===== config.mk =====
export PLATFORM = sky130hd
export DESIGN_NAME = trdb_sample_fifo_flat
export DESIGN_NICKNAME = d
export VERILOG_FILES = /design/src/rtl/trdb_sample_fifo_pkg.sv /design/src/rtl/trdb_sample_fifo_if.sv /design/src/rtl/trdb_sync_fifo.sv /design/src/rtl/trdb_sample_fifo.sv /design/src/flat_wrapper.sv
export SDC_FILE = /design/constraint.sdc
export NUM_CORES = 1
export LEC_CHECK = 0
export CORE_MARGIN = 8
export CORE_UTILIZATION = 53
export CTS_CLUSTER_DIAMETER = 60
export DETAILED_ROUTE_END_ITERATION = 8
export GPL_ROUTABILITY_DRIVEN = 0
export PLACE_DENSITY = 0.84
export SETUP_SLACK_MARGIN = 0.1
export SLEW_MARGIN = 30
export SYNTH_ARGS = -nofsm -noshare
export SYNTH_HDL_FRONTEND = slang
export SYNTH_SLANG_ARGS = --single-unit

===== constraint.sdc =====
create_clock -name clk_i -period 16.5 [get_ports clk_i]
set_input_delay 4.95 -clock clk_i [delete_from_list [all_inputs] [get_ports clk_i]]
set_output_delay 4.95 -clock clk_i [all_outputs]
set_load 0.005 [all_outputs]

===== src/rtl/trdb_sample_fifo_pkg.sv =====
// Shared types for the trace sample path: sample word layout and field widths.
package trdb_pkg;

  localparam int XLEN      = 32;
  localparam int CAUSE_LEN = 5;
  localparam int PRIV_LEN  = 3;

  // 108-bit sample word; resync sits in the LSB
  typedef struct packed {
    logic                 exception;
    logic                 interrupt;
    logic [CAUSE_LEN-1:0] cause;
    logic [XLEN-1:0]      tval;
    logic [PRIV_LEN-1:0]  priv;
    logic [XLEN-1:0]      iaddr;
    logic [XLEN-1:0]      instr;
    logic                 compressed;
    logic                 resync;
  } trdb_sample_t;

endpackage


===== src/rtl/trdb_sample_fifo_if.sv =====
// Retire-side capture inputs and encoder-side sample handshake of the trace sample FIFO.
interface trdb_sample_fifo_if #(parameter int CNT_W = 16);
  import trdb_pkg::*;

  logic                 trace_enable_i;
  logic                 flush_i;
  logic                 ivalid_i;
  logic                 iexception_i;
  logic                 interrupt_i;
  logic [CAUSE_LEN-1:0] cause_i;
  logic [XLEN-1:0]      tval_i;
  logic [PRIV_LEN-1:0]  priv_i;
  logic [XLEN-1:0]      iaddr_i;
  logic [XLEN-1:0]      instr_i;
  logic                 compressed_i;
  logic                 sample_valid_o;
  logic                 sample_ready_i;
  trdb_sample_t         sample_o;
  logic                 overflow_o;
  logic [CNT_W-1:0]     lost_cnt_o;

  modport master (
    output trace_enable_i, flush_i, ivalid_i, iexception_i, interrupt_i, cause_i,
           tval_i, priv_i, iaddr_i, instr_i, compressed_i, sample_ready_i,
    input  sample_valid_o, sample_o, overflow_o, lost_cnt_o
  );

  modport slave (
    input  trace_enable_i, flush_i, ivalid_i, iexception_i, interrupt_i, cause_i,
           tval_i, priv_i, iaddr_i, instr_i, compressed_i, sample_ready_i,
    output sample_valid_o, sample_o, overflow_o, lost_cnt_o
  );

endinterface


===== src/rtl/trdb_sync_fifo.sv =====
// Generic DEPTH x W synchronous FIFO with flush; storage is not reset.
module trdb_sync_fifo #(
  parameter int DEPTH = 8,
  parameter int W     = 8
) (
  input  logic         clk,
  input  logic         rst_n,
  input  logic         flush,
  input  logic         push,
  input  logic         pop,
  input  logic [W-1:0] din,
  output logic [W-1:0] dout,
  output logic         full,
  output logic         empty
);
  localparam int AW = $clog2(DEPTH);
  localparam int CW = AW + 1;

  logic [W-1:0]  mem [DEPTH];
  logic [AW-1:0] rd_ptr, wr_ptr;
  logic [CW-1:0] cnt;
  logic          pop_ok, push_ok;

  assign full    = (cnt == CW'(DEPTH));
  assign empty   = (cnt == '0);
  assign pop_ok  = pop && !empty;
  // a full FIFO still takes a push when the head leaves in the same cycle
  assign push_ok = push && (!full || pop_ok);
  assign dout    = mem[rd_ptr];

  always_ff @(posedge clk) begin
    if (!rst_n || flush) begin
      rd_ptr <= '0;
      wr_ptr <= '0;
      cnt    <= '0;
    end else begin
      if (push_ok) wr_ptr <= wr_ptr + 1'b1;
      if (pop_ok)  rd_ptr <= rd_ptr + 1'b1;
      cnt <= cnt + CW'(push_ok) - CW'(pop_ok);
    end
  end

  always_ff @(posedge clk) begin
    if (rst_n && !flush && push_ok) mem[wr_ptr] <= din;
  end

endmodule


===== src/rtl/trdb_sample_fifo.sv =====
// Retire-sample capture, resync marking and loss accounting in front of a sample FIFO.
// Optional lost-sample counter: define TRDB_LOST_CNT_EN.
module trdb_sample_fifo
  import trdb_pkg::*;
#(
  parameter int DEPTH = 8,
  parameter int CNT_W = 16
) (
  input  logic                clk_i,
  input  logic                rst_ni,
  trdb_sample_fifo_if.slave   bus
);
  logic         capture, pop, push, drop, full, empty;
  logic         resync_pending, overflow;
  trdb_sample_t din;

  assign capture = bus.trace_enable_i && (bus.ivalid_i || bus.iexception_i);
  assign pop     = !empty && bus.sample_ready_i;
  assign push    = capture && !bus.flush_i && (!full || pop);
  assign drop    = capture && !bus.flush_i && full && !pop;

  always_comb begin
    din            = '0;
    din.exception  = bus.iexception_i;
    din.interrupt  = bus.interrupt_i;
    din.cause      = bus.cause_i;
    din.tval       = bus.tval_i;
    din.priv       = bus.priv_i;
    din.iaddr      = bus.iaddr_i;
    din.instr      = bus.instr_i;
    din.compressed = bus.compressed_i;
    din.resync     = resync_pending;
  end

  trdb_sync_fifo #(.DEPTH(DEPTH), .W($bits(trdb_sample_t))) u_fifo (
    .clk   (clk_i),
    .rst_n (rst_ni),
    .flush (bus.flush_i),
    .push  (push),
    .pop   (pop),
    .din   (din),
    .dout  (bus.sample_o),
    .full  (full),
    .empty (empty)
  );

  // holding pending high while disabled marks the first sample after enable rises
  always_ff @(posedge clk_i) begin
    if (!rst_ni || bus.flush_i) begin
      resync_pending <= 1'b1;
      overflow       <= 1'b0;
    end else if (drop) begin
      resync_pending <= 1'b1;
      overflow       <= 1'b1;
    end else if (push) begin
      resync_pending <= 1'b0;
    end else if (!bus.trace_enable_i) begin
      resync_pending <= 1'b1;
    end
  end

  assign bus.sample_valid_o = !empty;
  assign bus.overflow_o     = overflow;

`ifdef TRDB_LOST_CNT_EN
  logic [CNT_W-1:0] lost_cnt;

  always_ff @(posedge clk_i) begin
    if (!rst_ni || bus.flush_i)   lost_cnt <= '0;
    else if (drop && lost_cnt != '1) lost_cnt <= lost_cnt + CNT_W'(1);
  end

  assign bus.lost_cnt_o = lost_cnt;
`else
  assign bus.lost_cnt_o = {CNT_W{1'b0}};
`endif

endmodule


===== src/flat_wrapper.sv =====
// flat-port wrapper written by rule: the top's interface ports become plain ports
module trdb_sample_fifo_flat import trdb_pkg::*;
#(
  parameter int DEPTH = 8,
  parameter int CNT_W = 16
)
  (clk_i, rst_ni, bus_trace_enable_i, bus_flush_i, bus_ivalid_i, bus_iexception_i, bus_interrupt_i, bus_cause_i, bus_tval_i, bus_priv_i, bus_iaddr_i, bus_instr_i, bus_compressed_i, bus_sample_ready_i, bus_sample_valid_o, bus_sample_o, bus_overflow_o, bus_lost_cnt_o);
  trdb_sample_fifo_if #(.CNT_W(CNT_W)) bus_i ();
  input  logic clk_i;
  input  logic rst_ni;
  input wire logic [$bits(bus_i.trace_enable_i)-1:0] bus_trace_enable_i;
  input wire logic [$bits(bus_i.flush_i)-1:0] bus_flush_i;
  input wire logic [$bits(bus_i.ivalid_i)-1:0] bus_ivalid_i;
  input wire logic [$bits(bus_i.iexception_i)-1:0] bus_iexception_i;
  input wire logic [$bits(bus_i.interrupt_i)-1:0] bus_interrupt_i;
  input wire logic [$bits(bus_i.cause_i)-1:0] bus_cause_i;
  input wire logic [$bits(bus_i.tval_i)-1:0] bus_tval_i;
  input wire logic [$bits(bus_i.priv_i)-1:0] bus_priv_i;
  input wire logic [$bits(bus_i.iaddr_i)-1:0] bus_iaddr_i;
  input wire logic [$bits(bus_i.instr_i)-1:0] bus_instr_i;
  input wire logic [$bits(bus_i.compressed_i)-1:0] bus_compressed_i;
  input wire logic [$bits(bus_i.sample_ready_i)-1:0] bus_sample_ready_i;
  output wire logic [$bits(bus_i.sample_valid_o)-1:0] bus_sample_valid_o;
  output wire logic [$bits(bus_i.sample_o)-1:0] bus_sample_o;
  output wire logic [$bits(bus_i.overflow_o)-1:0] bus_overflow_o;
  output wire logic [$bits(bus_i.lost_cnt_o)-1:0] bus_lost_cnt_o;
  assign bus_i.trace_enable_i = bus_trace_enable_i;
  assign bus_i.flush_i = bus_flush_i;
  assign bus_i.ivalid_i = bus_ivalid_i;
  assign bus_i.iexception_i = bus_iexception_i;
  assign bus_i.interrupt_i = bus_interrupt_i;
  assign bus_i.cause_i = bus_cause_i;
  assign bus_i.tval_i = bus_tval_i;
  assign bus_i.priv_i = bus_priv_i;
  assign bus_i.iaddr_i = bus_iaddr_i;
  assign bus_i.instr_i = bus_instr_i;
  assign bus_i.compressed_i = bus_compressed_i;
  assign bus_i.sample_ready_i = bus_sample_ready_i;
  assign bus_sample_valid_o = bus_i.sample_valid_o;
  assign bus_sample_o = bus_i.sample_o;
  assign bus_overflow_o = bus_i.overflow_o;
  assign bus_lost_cnt_o = bus_i.lost_cnt_o;
  trdb_sample_fifo #(.DEPTH(DEPTH), .CNT_W(CNT_W)) u_core (.clk_i(clk_i), .rst_ni(rst_ni), .bus(bus_i));
endmodule

; ---- Word-level counts from Yosys, hierarchy flattened
; Memory sizes are Yosys's and may differ from the RTL's. A register that Yosys moved wholly into a read port is not among the register bits.
; Index checks and enable logic that the tools add are counted.
[totals]
ram_bits = 864
in_bits = 113
ff_bits = 12
n_memories = 1
elab_cells = 39
[memory_table]
columns = name, words, width, read_ports, rd_clocked_by_memory_dff, write_ports, line_no
row1 = u_core.u_fifo.mem, 8, 108, 1, 1, 1, trdb_sync_fifo.sv:19  ; logic [W-1:0] mem [DEPTH];
[classes]
reduce_logical = 21
addsub = 4
n_mux = 6
eq_ne = 2
[ops]
columns = operator, count
row1 = 1-bit logical AND, 10
row2 = 3-bit by 1-bit adder with 3-bit output (second input constant), 2
row3 = 3-bit two-way mux, 2
row4 = 1-bit zero test, 5
row5 = 4-bit by 1-bit adder with 4-bit output, 1
row6 = 4-bit equality test (second input constant), 1
row7 = 4-bit zero test, 1
row8 = 1-bit logical OR, 4
row9 = 1-bit two-way mux, 4
row10 = 4-bit by 1-bit subtractor with 4-bit output, 1
row11 = 2-bit by 1-bit inequality test with 1-bit output (second input constant), 1
row12 = 2-bit OR reduction, 1

; ---- Depth between registers and ports, before layout
[logic_depth]
word_depth = 9
mapped_depth = 12

; ---- Hierarchy
; Synthesis repeated with hierarchy kept, for this count alone.
[hier_totals]
hier_cells = 1361
hier_area_um2 = 33729.8
[by_module_without_submodules]
columns = module, cells_per_inst, instances, area_per_inst_um2
row1 = trdb_sync_fifo, 1330, 1, 33484.6
row2 = trdb_sample_fifo, 31, 1, 245.2

; ---- Worst setup path before layout
; No wires, ideal clock.
[synth_timing]
kind = input -> register
from = in bus_flush_i
to = mem u_core.u_fifo.mem[5][0] in the netlist's numbering (enable)
setup_ns = 0.877
t_arrival_ns = 16.623
slack_ns = -1.000
cell_stages = 4
path_cell_list = nand2b_1 a211o_1 buf_2 nor4b_1
[synth_via]
elab_chain_len = 7
elab_cells_between_ends = 8
[synth_rtl]
columns = element, line_no
row1 = from (decl), flat_wrapper.sv:12  ; input wire logic [$bits(bus_i.flush_i)-1:0] bus_flush_i;
row2 = 1-bit zero test *, "trdb_sync_fifo.sv:44, trdb_sample_fifo.sv:19"
row3 = 1-bit logical AND (2 in a row), trdb_sample_fifo.sv:19  ; assign push = capture && !bus.flush_i && (!full || pop);
row4 = 1-bit logical AND, trdb_sync_fifo.sv:28  ; assign push_ok = push && (!full || pop_ok);
row5 = 1-bit logical AND *, trdb_sync_fifo.sv:44  ; if (rst_n && !flush && push_ok) mem[wr_ptr] <= din;
row6 = 1-bit two-way mux *, trdb_sync_fifo.sv:44
row7 = 1-bit two-way mux (not written as such) *, trdb_sync_fifo.sv:44
row8 = to (decl), trdb_sync_fifo.sv:19
; Mark *: on every way between the ends. The rest lies on a longest branch, timed or not.

==> results.md <==
- Post-synth top area share: 77.0%
- Total GRT Usage: 18.8%
- Most common cell after layout, fill and taps aside: edfxtp_1
- Fin. Hold Viols: 0
- Pre-Repair DR Iteration Count: 5
- Number of global-route vias before repair: 16.3k
- Req. time, crit path: 11550 ps
- HPWL Detailed: 35900 um
- GRT overflow: 0
- Slew margin rel.: 33.1%
- # DRC: 0
- Register bit total from synthesis: 879
- Bufs and invs on worst path: 3
- CTS Buf Count: 88
- Clock Sink Count: 879
- Detailed-route wire length per cell: 26.4 um
- # nets final: 1753
- Crit end category: output pin
- Die area: 71900 um^2
- Hold Buf Count CTS: 0
- Worst setup SP type: flop
- Fraction of layout cells with a size suffix above 1: 29.0%
- Routed wire length: 67400 um
- Max FO, Critical Path: 44
- Dpl ws: 7700 ps
- Root Buffer: clkbuf_16
- Via count: 14.8k
- Number of gates resized after CTS: 0
- H-tree Lvls: 3
- Delay-heaviest family, CP: buffers and inverters
- Critical-path top delay cell: buf_4
- I/O Pins: 239
- Status: complete, no violations
- Die Y: 268 um
- Area after DPL: 36800 um^2
- Final Hold Slack: 501 ps
- Num rows: 92
- Most numerous cell on the critical path: buf_4
- Final Cell Area: 39600 um^2
- Final Critical Period: 9190 ps
- Initial Util: 53.5%
- Largest cells by area after synthesis: edfxtp_1 (77%), mux4_2 (14%), mux2_4 (3.1%)
- Synthesized area: 33700 um^2
- Die Width: 268 um
- Iter 0 DRT Violations: 1251
- Worst path max stage delay: 810 ps
- Max VDD drop: 88.3 uV
- Cells after synthesis: 1354
- Pin count of the biggest net entering global routing: 73
- Worst Hold Class: flop to flop
- Initial antenna violation count: 12
- Setup Buffers After CTS: 0
- First-pass GRT wire length: 101000 um
- Synth area leader: edfxtp_1
- Area Overhead vs Synth: 17.6%
- Slew @ Worst Pin: 1000 ps
- Post-route ant nets: 0
- Clk_skew: 20.9 ps
- Worst skew pair latency: 630 ps
- F_max: 109 MHz
- Max Cap Viol: 0
- RSZ-0062 raised after global routing: false
- Tcrit/Tclk final: 55.7%
- Commonest cells after routing, fill and taps aside: edfxtp_1 (864), clkdlybuf4s50_1 (222), mux4_2 (216)
- Final Max Slew Viols: 0
- Unique masters post-synth: 38
- CTS tree: yes
- Post-route insts no fill: 2554
- Pwr Total: 4.68 mW
- DR vias/cell: 5.80
- Syn Area/Cell: 24.9 um^2
- Inst Count DP: 2387
- Sequential share of the synthesized area: 77.9%
- CTS clk-pin slew, worst paths: 60 ps
- CORE AREA: 63000 um^2
- Setup violations, final: 0
- PD cells: 118 nW/um^2
- Final WS setup: 7310 ps
- Setup Crit Path Kind: flop to output pin
- Worst Path Arrival: 4240 ps
- Yosys warnings: 0
- CTS Buffer Depth: 3
- Crit-path cells: buf_4 > buf_4 > mux4_2 > mux2_4 > clkdlybuf4s50_1
- Pleak: 12.2 nW
- # port buffers: 222
[metal layers]
layer,global-route usage (%),wire (um),share of wire [%],up-vias
met4,6.26,1520,2.3,12
met2,31.9,35000,52,485
met3,4.19,4450,6.6,89
met5,0,80,0.12,-
li1,-,-,-,6312
met1,24.1,26400,39,7926
[worst register-to-register path: stages (launching register included)]
cell and delay [ps]:
dfxtp_1 310, inv_1 80, ha_1 230, nand2b_1 170
a211o_1 500, nor4b_4 320, buf_4 750, buf_4 520
buf_16 310
[path summary, 6_finish.rpt]
path,from,endpoint,slack (ps),depth (start not counted)
hold reg to reg,u_core.bus.overflow_o,u_core.bus.overflow_o,500,1
hold / removal,u_core.bus.overflow_o,u_core.bus.overflow_o,500,1
setup reg to reg,u_core.u_fifo.cnt[2],u_core.u_fifo.mem[1][106],12980,8
setup / recovery,flop,bus_sample_o[25],7310,5
[flip-flops by register name, summed over array words and instances, names as in the netlist, named ones only]
signal / cells
u_core.resync_pending: 1
u_core.u_fifo.mem: 864
u_core.u_fifo.cnt: 4
u_core.u_fifo.rd_ptr: 3
u_core.bus.overflow_o: 1
u_core.u_fifo.wr_ptr: 3
[power breakdown]
part	switching [mW]	internal, mW	total, mW
combinational	0.109	0.149	0.259
sequential	0.00722	2.46	2.47
clock	0.813	1.14	1.95
[stage by stage]
| step | TNS, ps | util, % |
|---|---|---|
| 3_5_place_dp | 0 | 58.4 |
| 6_report | 0 | 63.0 |
| 4_1_cts | 0 | 62.9 |
| 5_1_grt | 0 | 63.0 |
| 3_3_place_gp | 0 | 58.3 |
| 2_1_floorplan | -24280 | - |
[area by class of cell]
class,count,area [um^2]
clock buffer,111,2310
antenna,5,12.5
multi-input combinational,402,6920
timing repair buffer,250,2510
inverter,10,37.5
clock inverter,51,538
tap,846,1060
sequential,879,26300
fill,3999,23300
[cells in the mapped netlist, drive strengths merged]
cell / n
fa: 1
nand2: 6
dfxtp: 15
mux2i: 4
clkbuf: 12
or3: 1
a21oi: 5
a2111oi: 1
ha: 8
conb: 1
xor2: 1
nand3: 1
nor2b: 2
or4: 1
buf: 66
o31ai: 1
and2: 1
mux4: 216
o21a: 1
nor3b: 2
nand4b: 1
a21o: 1
nand2b: 7
nor2: 4
edfxtp: 864
a211o: 1
mux2: 108
o21ai: 3
nor3: 4
nor4b: 3
nor4: 2
inv: 10
[kinds of logic after synthesis]
kind of cell,after synthesis,synth area share [%]
other,1,0.0111
AOI/OAI and AO/OA,13,0.238
adders and majority gates,9,0.356
muxes,328,18.9
and+or+nand+nor,35,0.598
buffers and inverters,88,1.95
xor gates and xnor gates,1,0.0260
DFF,879,77.9
Power figures use the tool's default switching activity.
